File: src/rtl/noc_flit_packetizer.sv
// Network-interface packetizer: turns a packet request plus a payload word stream into
// head/body/tail flits through a single registered output stage with valid/ready backpressure.
module noc_flit_packetizer #(
   parameter int FLIT_DATA_W = 32,
   parameter int X_W         = 2,
   parameter int Y_W         = 2,
   parameter int SIZE_W      = 8,
   parameter int N_VC        = 2,
   parameter int CNT_W       = 16,
   localparam int VC_W       = (N_VC > 1) ? $clog2(N_VC) : 1,
   localparam int HD_W       = FLIT_DATA_W - X_W - Y_W - SIZE_W
) (
   input  logic                     clk,
   input  logic                     arst,
   input  logic                     req_valid_i,
   output logic                     req_ready_o,
   input  logic [X_W-1:0]           req_x_i,
   input  logic [Y_W-1:0]           req_y_i,
   input  logic [VC_W-1:0]          req_vc_i,
   input  logic [SIZE_W-1:0]        req_size_i,
   input  logic [HD_W-1:0]          req_head_data_i,
   input  logic                     pl_valid_i,
   output logic                     pl_ready_o,
   input  logic [FLIT_DATA_W-1:0]   pl_data_i,
   output logic [FLIT_DATA_W+1:0]   flit_data_o,
   output logic                     valid_o,
   output logic [VC_W-1:0]          vc_id_o,
   input  logic                     ready_i,
   output logic [CNT_W-1:0]         pkt_cnt_o,
   output logic                     dbg_state_o
);

   localparam logic [1:0] T_HEAD      = 2'b00;
   localparam logic [1:0] T_BODY      = 2'b01;
   localparam logic [1:0] T_TAIL      = 2'b10;
   localparam logic [1:0] T_HEAD_TAIL = 2'b11;

   typedef enum logic {IDLE = 1'b0, BODY = 1'b1} state_t;

   // Handshake: a word moves when its valid and ready are both high at a rising edge.
   state_t             state;
   logic [SIZE_W-1:0]  rem;
   logic [VC_W-1:0]    vc;
   logic               free;
   logic               req_acc;
   logic               pl_acc;

   assign free        = !valid_o || ready_i;
   assign req_ready_o = arst && (state == IDLE) && free;
   assign pl_ready_o  = arst && (state == BODY) && free;
   assign req_acc     = req_valid_i && req_ready_o;
   assign pl_acc      = pl_valid_i && pl_ready_o;
   assign dbg_state_o = state;

   always_ff @(posedge clk) begin
      if (!arst) begin
         state       <= IDLE;
         rem         <= '0;
         vc          <= '0;
         valid_o     <= 1'b0;
         flit_data_o <= '0;
         vc_id_o     <= '0;
         pkt_cnt_o   <= '0;
      end else begin
         // TAIL and HEAD_TAIL share the upper type bit: both close a packet.
         if (valid_o && ready_i && flit_data_o[FLIT_DATA_W+1])
            pkt_cnt_o <= pkt_cnt_o + CNT_W'(1);

         if (req_acc) begin
            flit_data_o <= {(req_size_i == '0) ? T_HEAD_TAIL : T_HEAD,
                            req_x_i, req_y_i, req_size_i, req_head_data_i};
            vc_id_o     <= req_vc_i;
            vc          <= req_vc_i;
            valid_o     <= 1'b1;
            if (req_size_i != '0) begin
               rem   <= req_size_i;
               state <= BODY;
            end
         end else if (pl_acc) begin
            flit_data_o <= {(rem == SIZE_W'(1)) ? T_TAIL : T_BODY, pl_data_i};
            vc_id_o     <= vc;
            valid_o     <= 1'b1;
            rem         <= rem - SIZE_W'(1);
            if (rem == SIZE_W'(1))
               state <= IDLE;
         end else if (free) begin
            valid_o <= 1'b0;
         end
      end
   end

endmodule

File: config.mk
export PLATFORM = sky130hd
export DESIGN_NAME = noc_flit_packetizer
export DESIGN_NICKNAME = d
export VERILOG_FILES = /design/src/rtl/noc_flit_packetizer.sv
export SDC_FILE = /design/constraint.sdc
export NUM_CORES = 1
export LEC_CHECK = 0
export ABC_AREA = 1
export ABC_CLOCK_PERIOD_IN_PS = 1200
export BUFFER_PORTS_ARGS = -buffer_cell sky130_fd_sc_hd__buf_2
export CORE_MARGIN = 5
export CORE_UTILIZATION = 44
export DETAILED_ROUTE_END_ITERATION = 8
export MAX_ROUTING_LAYER = met4
export PLACE_DENSITY = 0.78
export SLEW_MARGIN = 5
export SYNTH_ARGS = -nofsm -noshare
export SYNTH_HDL_FRONTEND = slang
export SYNTH_SLANG_ARGS = --single-unit
File: constraint.sdc
create_clock -name clk -period 1.2 [get_ports clk]
set_input_delay 0.06 -clock clk [delete_from_list [all_inputs] [get_ports clk]]
set_output_delay 0.06 -clock clk [all_outputs]
set_load 0.02 [all_outputs]
# Yosys cells after proc, flatten, opt, wreduce, memory -nomap -nowiden
# Cells that the tools add are included.
# word_totals
n_memories	0
latchBits	0
word_cells	45
rom_bits	0
regBits	62
in_bits	70
out_inout_bits	55
ramBits	0
# op_classes
reduce_logical	17
magnitude_cmp	0
n_bitwise	1
multipliers	0
n_addsub	2
mux	16
n_shift	0
div	0
n_eq_ne	2
# op_table
cell	count
2-to-1 mux 34 bit	2
2-to-1 mux 8 bit	3
adder 16 x 1 -> 16 bit, second input constant	1
2-to-1 mux 1 bit	9
equality test 8 x 1 -> 1 bit, second input constant	1
logical AND 1 bit	8
zero test 8 bit	1
nonzero test 8 bit	1
subtractor 8 x 1 -> 8 bit, second input constant	1
2-to-1 mux 2 bit	2
nonzero test 2 bit	2
AND reduction 3 bit	1
nonzero test 3 bit	1
inequality test 2 x 1 -> 1 bit, second input constant	1
AND reduction 2 bit	1
zero test 1 bit	1
logical OR 1 bit	1
inverter 1 bit	1

# Logic depth before layout (Yosys ltp)
# Gate-level depths: netlist of run 1.
# depth
depth_word	6
depth_mapped	11

# Least setup slack after synthesis of run 1
# Ideal clock, no wire load.
# synth_path
path_type	register -> register
start	register pkt_cnt_o[1]
end	register pkt_cnt_o[8]
t_arrival_ns	1.315
period_less_slack_ns	1.431
setup_ns	0.116
stages_incl_launch_ff	9
required_time_ns	1.084
path_slack_ns	-0.231
path_cell_list	dfxtp_1 > ha_1 > nand2_1 > inv_1 > nand2_1 > nor2_1 > nand3_1 > o21ai_0 > nor2_1
# synth_between
elab_chain_cells	1
# synth_rtl
item	line_no	text
start, declared	29	output logic [CNT_W-1:0] pkt_cnt_o,
start signal, assigned	67	pkt_cnt_o <= pkt_cnt_o + CNT_W'(1);
adder 16 x 1 -> 16 bit	67	
# No other way between the ends.
# A chain may end at the register's enable or synchronous reset.

# Final worst setup path of run 1
# layout_path
start	register state (netlist: dbg_state_o)
end	register rem[1]
# layout_between
elab_chain_cells	6
word_cells_on_any_way	11
cone_classes	eq/ne: 1; mux: 1; bitwise: 1; reduce/logical: 8
# layout_rtl
item	line_no	text
start, declared	41	state_t state;
start signal, assigned	57	state <= IDLE;
start signal, assigned	77	state <= BODY;
start signal, assigned	85	state <= IDLE;
inverter 1 bit	49	assign req_ready_o = arst && (state == IDLE) && free;
logical AND 1 bit (2 in series)	49	
logical AND 1 bit	51	assign req_acc = req_valid_i && req_ready_o;
inequality test 2 x 1 -> 1 bit (no line) or nonzero test 2 bit (tied branches)	n/a	
AND reduction 2 bit (no line)	n/a	
end signal, assigned	76	rem <= req_size_i;
end signal, assigned	83	rem <= rem - SIZE_W'(1);
end, declared	42	logic [SIZE_W-1:0] rem;
# Parallel ways exist; a longest one is shown, timed or not.

==> summary.txt, run 1 <==
Synth
  – Synthesized flop and latch total: just over 60
  – Post-synth ARST share: 0%
  – Distinct cells, synth: 30
  – Post-Syn Nets: 531
  – Syn Inst Count: 458
  – Mean post-synth cell area: 6.73 um^2
  – EDFF count, synth: 0
  – Post-synth top flop: dfxtp_1
  – Sequential cell area fraction in the yosys report: 40.3%
  – Post-Syn Area: 0.00308 mm^2
  – Yosys Warn Count: 0

Finish
  – NumNets Final: 705
  – Share of layout cells above drive strength 1: 42.5%
  – Post-layout instance area: 0.00488 mm^2
  – P&R area growth vs syn: 58.4%
  – Commonest non-fill, non-tap cells in the layout: buf_2 (121), nand2_1 (89), inv_1 (64), dfxtp_1 (52), o21ai_1 (49)
  – Core Util, Final: a little under three quarters
  – Diode count: 0
  – Commonest non-fill, non-tap cell in the layout: buf_2

Clock network
  – CTS Buf Count: 9
  – Root Buffer: clkbuf_8
  – Clock Path Buffers: 2
  – CTS tree: yes
  – H-tree Lvls: 3
  – Worst-path clk slew: approximately 0.07 ns
  – # clock sinks: 62
  – Worst skew pair latency: 0.34 ns

STA
  – Final min period: 1.36 ns
  – Final setup vio count: 57
  – Hold Fails Final Rpt: 1
  – Final period util: 114%
  – Skew final: roughly 0.011 ns
  – Setup_tns: -4.70 ns
  – Hold WS: -0.00601 ns
  – Least-Margin Pin Slew: 0.404 ns
  – Slew HR: 73.0%
  – RSZ-0062 raised after global routing: yes
  – Final Slew Violations: 0
  – Final WS setup: -0.163 ns
  – Max Freq: 734 MHz

Global routing
  – Total grt overflow: 0
  – Vias in the first global route: 3,408
  – Initial antenna violation count: 0
  – Global-route wire length before repair: 15,200 um
  – Pin count of the biggest net entering global routing: 37
  – Tot GR Track Use: 21.9%

Status
  – Failing checks: hold timing, setup timing
  – Outcome: complete, but fails checks

Floorplanning
  – # IOs: approximately 130
  – Die width: 93.7 um
  – Area of the die: 0.00878 mm^2
  – Initial Utilization: 45.4%
  – Core Area: 0.00679 mm^2
  – DIE HEIGHT: roughly 94 um
  – Rows: 30

Pwr
  – Leakage: 0.00237 uW
  – Peak VDD IR: between 0.7 and 0.8 mV
  – Pwr Density: 1160 mW/mm^2

Placed design
  – Post-place setup slack: -0.110 ns
  – HPWL Detailed: 6700 um
  – GPL Wtd Cong: 0.876
  – Placed instance area: between 0.004 and 0.005 mm^2
  – Port Buffers: 124

Critical path
  – Setup crit end kind: flop
  – Reg2reg end: rem[1]
  – Reg2Reg Depth: 7
  – Data required, critical path: roughly 1.4 ns
  – Reg2reg setup slack: -0.16 ns
  – CP startpoint kind: flop
  – Start of the worst register-to-register path: dbg_state_o
  – CP Class: reg -> reg
  – Critical Path AT: 1.58 ns
  – Largest fanout on the critical path: 6

Route
  – WL/cell: 13.8 um
  – Final antenna-violating net count: 0
  – Drt drc: 0
  – Vias/cell: 4.99
  – 1st-iter DRT viols: approximately 150
  – First-pass DRT Iterations: 6
  – Total wire length: 10,100 um
  – Via count: about 3,700

Min path
  – Worst hold start: pl_data_i[19]
  – Worst Hold Class: in -> reg
  – WHS Path Cells: 3
  – Hold EP: flit_data_o[19]

Job
  – Max_cap viols: 0
cells in the mapped netlist (all sizes together), types with 3 or more instances:
cell type	count	area share (%)
clkbuf	4	0.49
o21ai	74	12
dfxtp	62	40
buf	13	2.7
nand2	105	13
ha	3	1.2
a31oi	8	1.6
nand3	18	3.7
nor2	50	6.6
inv	71	8.8
nand4	5	1.0
a21oi	38	6.2
stage by stage:
| stage | std cells | total power [uW] |
|---|---|---|
| after global placement | 700 | 3470 |
| after CTS | 725 | 5510 |
| final | 732 | 5650 |
| after floorplan | 458 | 3020 |
| after global routing | 732 | 5930 |
| after detailed placement | 700 | 3500 |
critical path, stage by stage (launching register included):
cell      delay [ns]
dfxtp_4         0.37
nand2_2         0.06
nand3b_4        0.28
buf_12          0.21
nand2_8         0.09
inv_6           0.06
nor2_1          0.11
nor2_1          0.07
worst max-delay path by stage:
stage                      start             to  slack [ns]  cells after the start
global placement          rem[0]         rem[2]       -0.06                      8
global route         dbg_state_o         rem[1]       -0.22                      7
detailed placement        rem[0]         rem[2]       -0.11                      8
floorplan           pkt_cnt_o[0]   pkt_cnt_o[8]       -0.02                      8
CTS                 pkt_cnt_o[1]  pkt_cnt_o[14]        -0.1                      8
finish               dbg_state_o         rem[1]       -0.16                      7
kinds of logic after synthesis:
| kind of cell | synth area share, % |
|---|---|
| XOR/XNOR | 0.284 |
| buffers and inverters | 12.0 |
| flip-flops | 40.3 |
| AO/OA/AOI/OAI | 20.1 |
| AND/OR/NAND/NOR | 26.1 |
| adder cells (fa/ha/maj) | 1.22 |
report_power, final:
| group | switching [uW] | internal (uW) | total, uW |
|---|---|---|---|
| Combinational | 807 | 627 | 1430 |
| Sequential | 87.2 | 2180 | 2270 |
| Clock | 807 | 1150 | 1960 |
final cells by class:
type                    instances  area (um^2)
flip-flops and latches         62         1270
well taps                      96          120
clock inverters                 5         75.1
inverters                      71          288
repair buffers                179         1230
fillers                       536         1910
multi-input cells             309         1780
clock buffers                  10          128
flip-flops by register name, summed over array words and instances, names as in the netlist:
register     cells
valid_o          1
vc_id_o          1
flit_data_o     34
dbg_state_o      1
vc               1
pkt_cnt_o       16
rem              8
metal layers:
metal  part of all wire (%)  track usage (%)  vias to the layer above
li1                       -                -                     1820
met1                     42             26.2                     1685
met2                     50             36.7                      130
met3                    6.1             4.57                       16
met4                    2.0             7.46                        0
met5                      0                -                        -
repair_timing:
item                                   4_1_cts  5_1_grt
hold buffers                                 8        0
cloned                                       1        4
setup endpoints to repair                   56       60
endpoints found under the hold margin        8        0
gates resized for setup                     43       66
pin swaps                                   12       28
buffers inserted                             1        3
(Power assumes the default switching activity.)
==> run 2: changes to the inputs <==
==> constraint.sdc (replaced) <==
create_clock -name clk -period 1.2 [get_ports clk]
set_input_delay 0.06 -clock clk [delete_from_list [all_inputs] [get_ports clk]]
set_output_delay 0.06 -clock clk [all_outputs]
set_load 0.05 [all_outputs]
==> run 2 against run 1 <==
Compared with the run above:
- the flow still finishes with violations (hold timing, setup timing)
- critical path type unchanged
- hold slack worse by 0.010 ns
- cell count up 4.2%
- final area up 9.0%
- count of clock-buffer cells in the layout up 3
- combinational power up 29%
- sequential share of layout area down 1.7 points
==> summary.txt, run 2 (synthesized netlist as in run 1, its figures left out) <==
Status
  – Outcome: complete, but fails checks
  – Failing checks: hold timing, setup timing

STA
  – Skew final: 0.0137 ns (+0.00246 ns)
  – Hold Fails Final Rpt: 1 (unchanged)
  – Max Freq: 682 MHz (-7.1%)
  – Hold WS: -0.0160 ns (-0.0100 ns)
  – RSZ-0062 raised after global routing: yes
  – Final setup vio count: 61 (+7.0%)
  – Setup_tns: -8.08 ns (-3.39 ns)
  – Final WS setup: -0.267 ns (-0.104 ns)
  – Least-Margin Pin Slew: 0.415 ns (+0.0106 ns)
  – Final period util: 122% (+8.6 points)
  – Final min period: 1.47 ns (+0.104 ns)
  – Slew HR: 72.3% (-0.71 points)
  – Final Slew Violations: 0 (unchanged)

Critical path
  – Data required, critical path: 1.48 ns (+0.06 ns)
  – Reg2Reg Depth: 6 (-1)
  – CP top delay family: compound AO/OA/AOI/OAI gates
  – Reg2reg setup slack: -0.27 ns (-0.10 ns)
  – Critical-path cell list: nor2_4, nand3_4, buf_6, o21ai_1, o21ai_1, a21oi_1
  – Critical Path AT: 1.75 ns (+0.17 ns)
  – Crit path from: dbg_state_o
  – Reg2reg end: flit_data_o[12]
  – Buf/Inv on CP: 1 (-1)
  – CP startpoint kind: flop
  – CP Class: reg -> reg
  – Largest fanout on the critical path: 12 (+6)
  – Critical Path End: flit_data_o[12]
  – Start of the worst register-to-register path: dbg_state_o
  – Crit-path slowest cell: dfxtp_4
  – Setup crit end kind: flop
  – Top cell by count, worst path: o21ai_1
  – Stages on worst setup path: 6 (-1)
  – CP max stage delay: 0.37 ns (about the same)

Min path
  – Worst hold start: req_y_i[0]
  – Worst Hold Class: in -> reg

Finish
  – Area of the multi-input gates: 0.00182 mm^2 (+2.7%)
  – Layout Cells excl Fill: 763 (+4.2%)
  – Fill cells: 419 (-22%)
  – Diode count: 0 (unchanged)
  – Share of layout cells above drive strength 1: 45.6% (+3.1 points)
  – NumNets Final: 735 (+4.3%)
  – Commonest non-fill, non-tap cell in the layout: buf_2
  – Largest regs: flit_data_o x34, pkt_cnt_o x16, rem x8
  – Register Area: 0.00129 mm^2 (+1.8%)
  – Largest register FFs: 34 (unchanged)
  – Core Util, Final: 78.3% (+6.5 points)
  – P&R area growth vs syn: 72.7%
  – Largest Register: flit_data_o
  – Commonest non-fill, non-tap cells in the layout: buf_2 (120), nand2_1 (85), inv_1 (62), dfxtp_1 (44), o21ai_1 (42)

Route
  – Total wire length: 13,200 um (+30%)
  – 1st-iter DRT viols: 367 (+140%)
  – Drt drc: 0 (unchanged)
  – WL/cell: 17.2 um (+25%)
  – First-pass DRT Iterations: 7 (+1)
  – Via count: 4,125 (+13%)
  – Vias/cell: 5.41 (+8.4%)
  – Final antenna-violating net count: 0 (unchanged)

Floorplanning
  – Core Area: 0.00679 mm^2 (unchanged)
  – Rows: 30 (unchanged)
  – # IOs: 125 (unchanged)
  – Initial Utilization: 45.4% (unchanged)
  – Area of the die: 0.00878 mm^2 (unchanged)
  – Die width: 93.7 um (unchanged)
  – DIE HEIGHT: 93.7 um (unchanged)

Pwr
  – Leakage: 0.00256 uW (+8.3%)
  – Peak VDD IR: 0.730 mV (+1.0%)
  – Pwr Density: 1140 mW/mm^2 (-1.5%)

Global routing
  – Tot GR Track Use: 26.4% (+4.5 points)
  – Total grt overflow: 0 (unchanged)
  – Initial antenna violation count: 0 (unchanged)
  – Vias in the first global route: 3,931 (+15%)
  – Global-route wire length before repair: 18,000 um (+18%)
  – Pin count of the biggest net entering global routing: 37 (unchanged)

Clock network
  – H-tree Lvls: 3 (unchanged)
  – Worst skew pair latency: 0.35 ns (about the same)
  – Worst-path clk slew: 0.08 ns (about the same)
  – CTS Buf Count: 9 (unchanged)
  – CTS tree: yes
  – # clock sinks: 62 (unchanged)
  – Clock Path Buffers: 2 (unchanged)
  – Root Buffer: clkbuf_8

Placed design
  – Post-place setup slack: -0.136 ns (-0.0256 ns)
  – Port Buffers: 124 (unchanged)
  – # placed instances: 701 (+0.14%)
  – GPL Wtd Cong: 0.879 (+0.35%)
  – HPWL Detailed: 6710 um (+0.15%)

Job
  – Max_cap viols: 0 (unchanged)
## run 2: final cells by class
| cell class | instances | share of cell area [%] |
|---|---|---|
| Multi-Input combinational cell | 308 | 34.3 |
| Timing Repair Buffer | 210 | 29.8 |
| Tap cell | 96 | 2.26 |
| Clock inverter | 3 | 0.423 |
| Sequential cell | 62 | 24.3 |
| Clock buffer | 13 | 3.57 |
| Inverter | 71 | 5.45 |
## run 2: report_power, final
group,total (uW),switching [uW],internal [uW],leakage [uW]
combinational,1840,1100,738,0.00194
clock,1970,916,1050,0.000107
sequential,2270,100,2170,0.000517
total,6070,2120,3950,0.00256
## run 2: tightest hold or removal path: stages
cell	delay, ns
buf_2	0.07
o21ai_1	0.06
a21oi_1	0.11
## run 2: timing repair
action	in CTS	in global routing
endpoints found under the setup margin	55	61
gates cloned	4	2
resized for setup	86	48
hold endpoints to repair	22	1
hold buffers	22	1
buffers inserted	12	5
pin swaps	33	16
## run 2: worst min-delay path by stage
| stage | to | slack (ns) | cells past startpoint |
|---|---|---|---|
| 6_report | flit_data_o[28] | -0.02 | 3 |
| 2_1_floorplan | flit_data_o[20] | 0.23 | 2 |
| 3_5_place_dp | flit_data_o[20] | 0.34 | 3 |
| 4_1_cts | flit_data_o[28] | 0.004 | 3 |
| 5_1_grt | flit_data_o[28] | 0.008 | 3 |
| 3_3_place_gp | flit_data_o[22] | 0.34 | 3 |
## run 2: per-stage QoR
| step | hold slack (ns) | power [uW] | instance area [um^2] |
|---|---|---|---|
| after floorplan | 0.225 | 3230 | 3180 |
| after global placement | 0.337 | 3660 | 4150 |
| after detailed placement | 0.345 | 3690 | 4150 |
| after CTS | 0.00404 | 5850 | 5030 |
| after global routing | 0.00845 | 6310 | 5320 |
| final | -0.0160 | 6070 | 5320 |
## run 2: per-layer routing
metal	track usage, %	wire [um]	vias up
li1	-	-	1878
met2	44.1	6520	277
met3	5.13	1030	77
met4	14.3	713	0
met1	29.9	4890	1893
met5	-	0	-
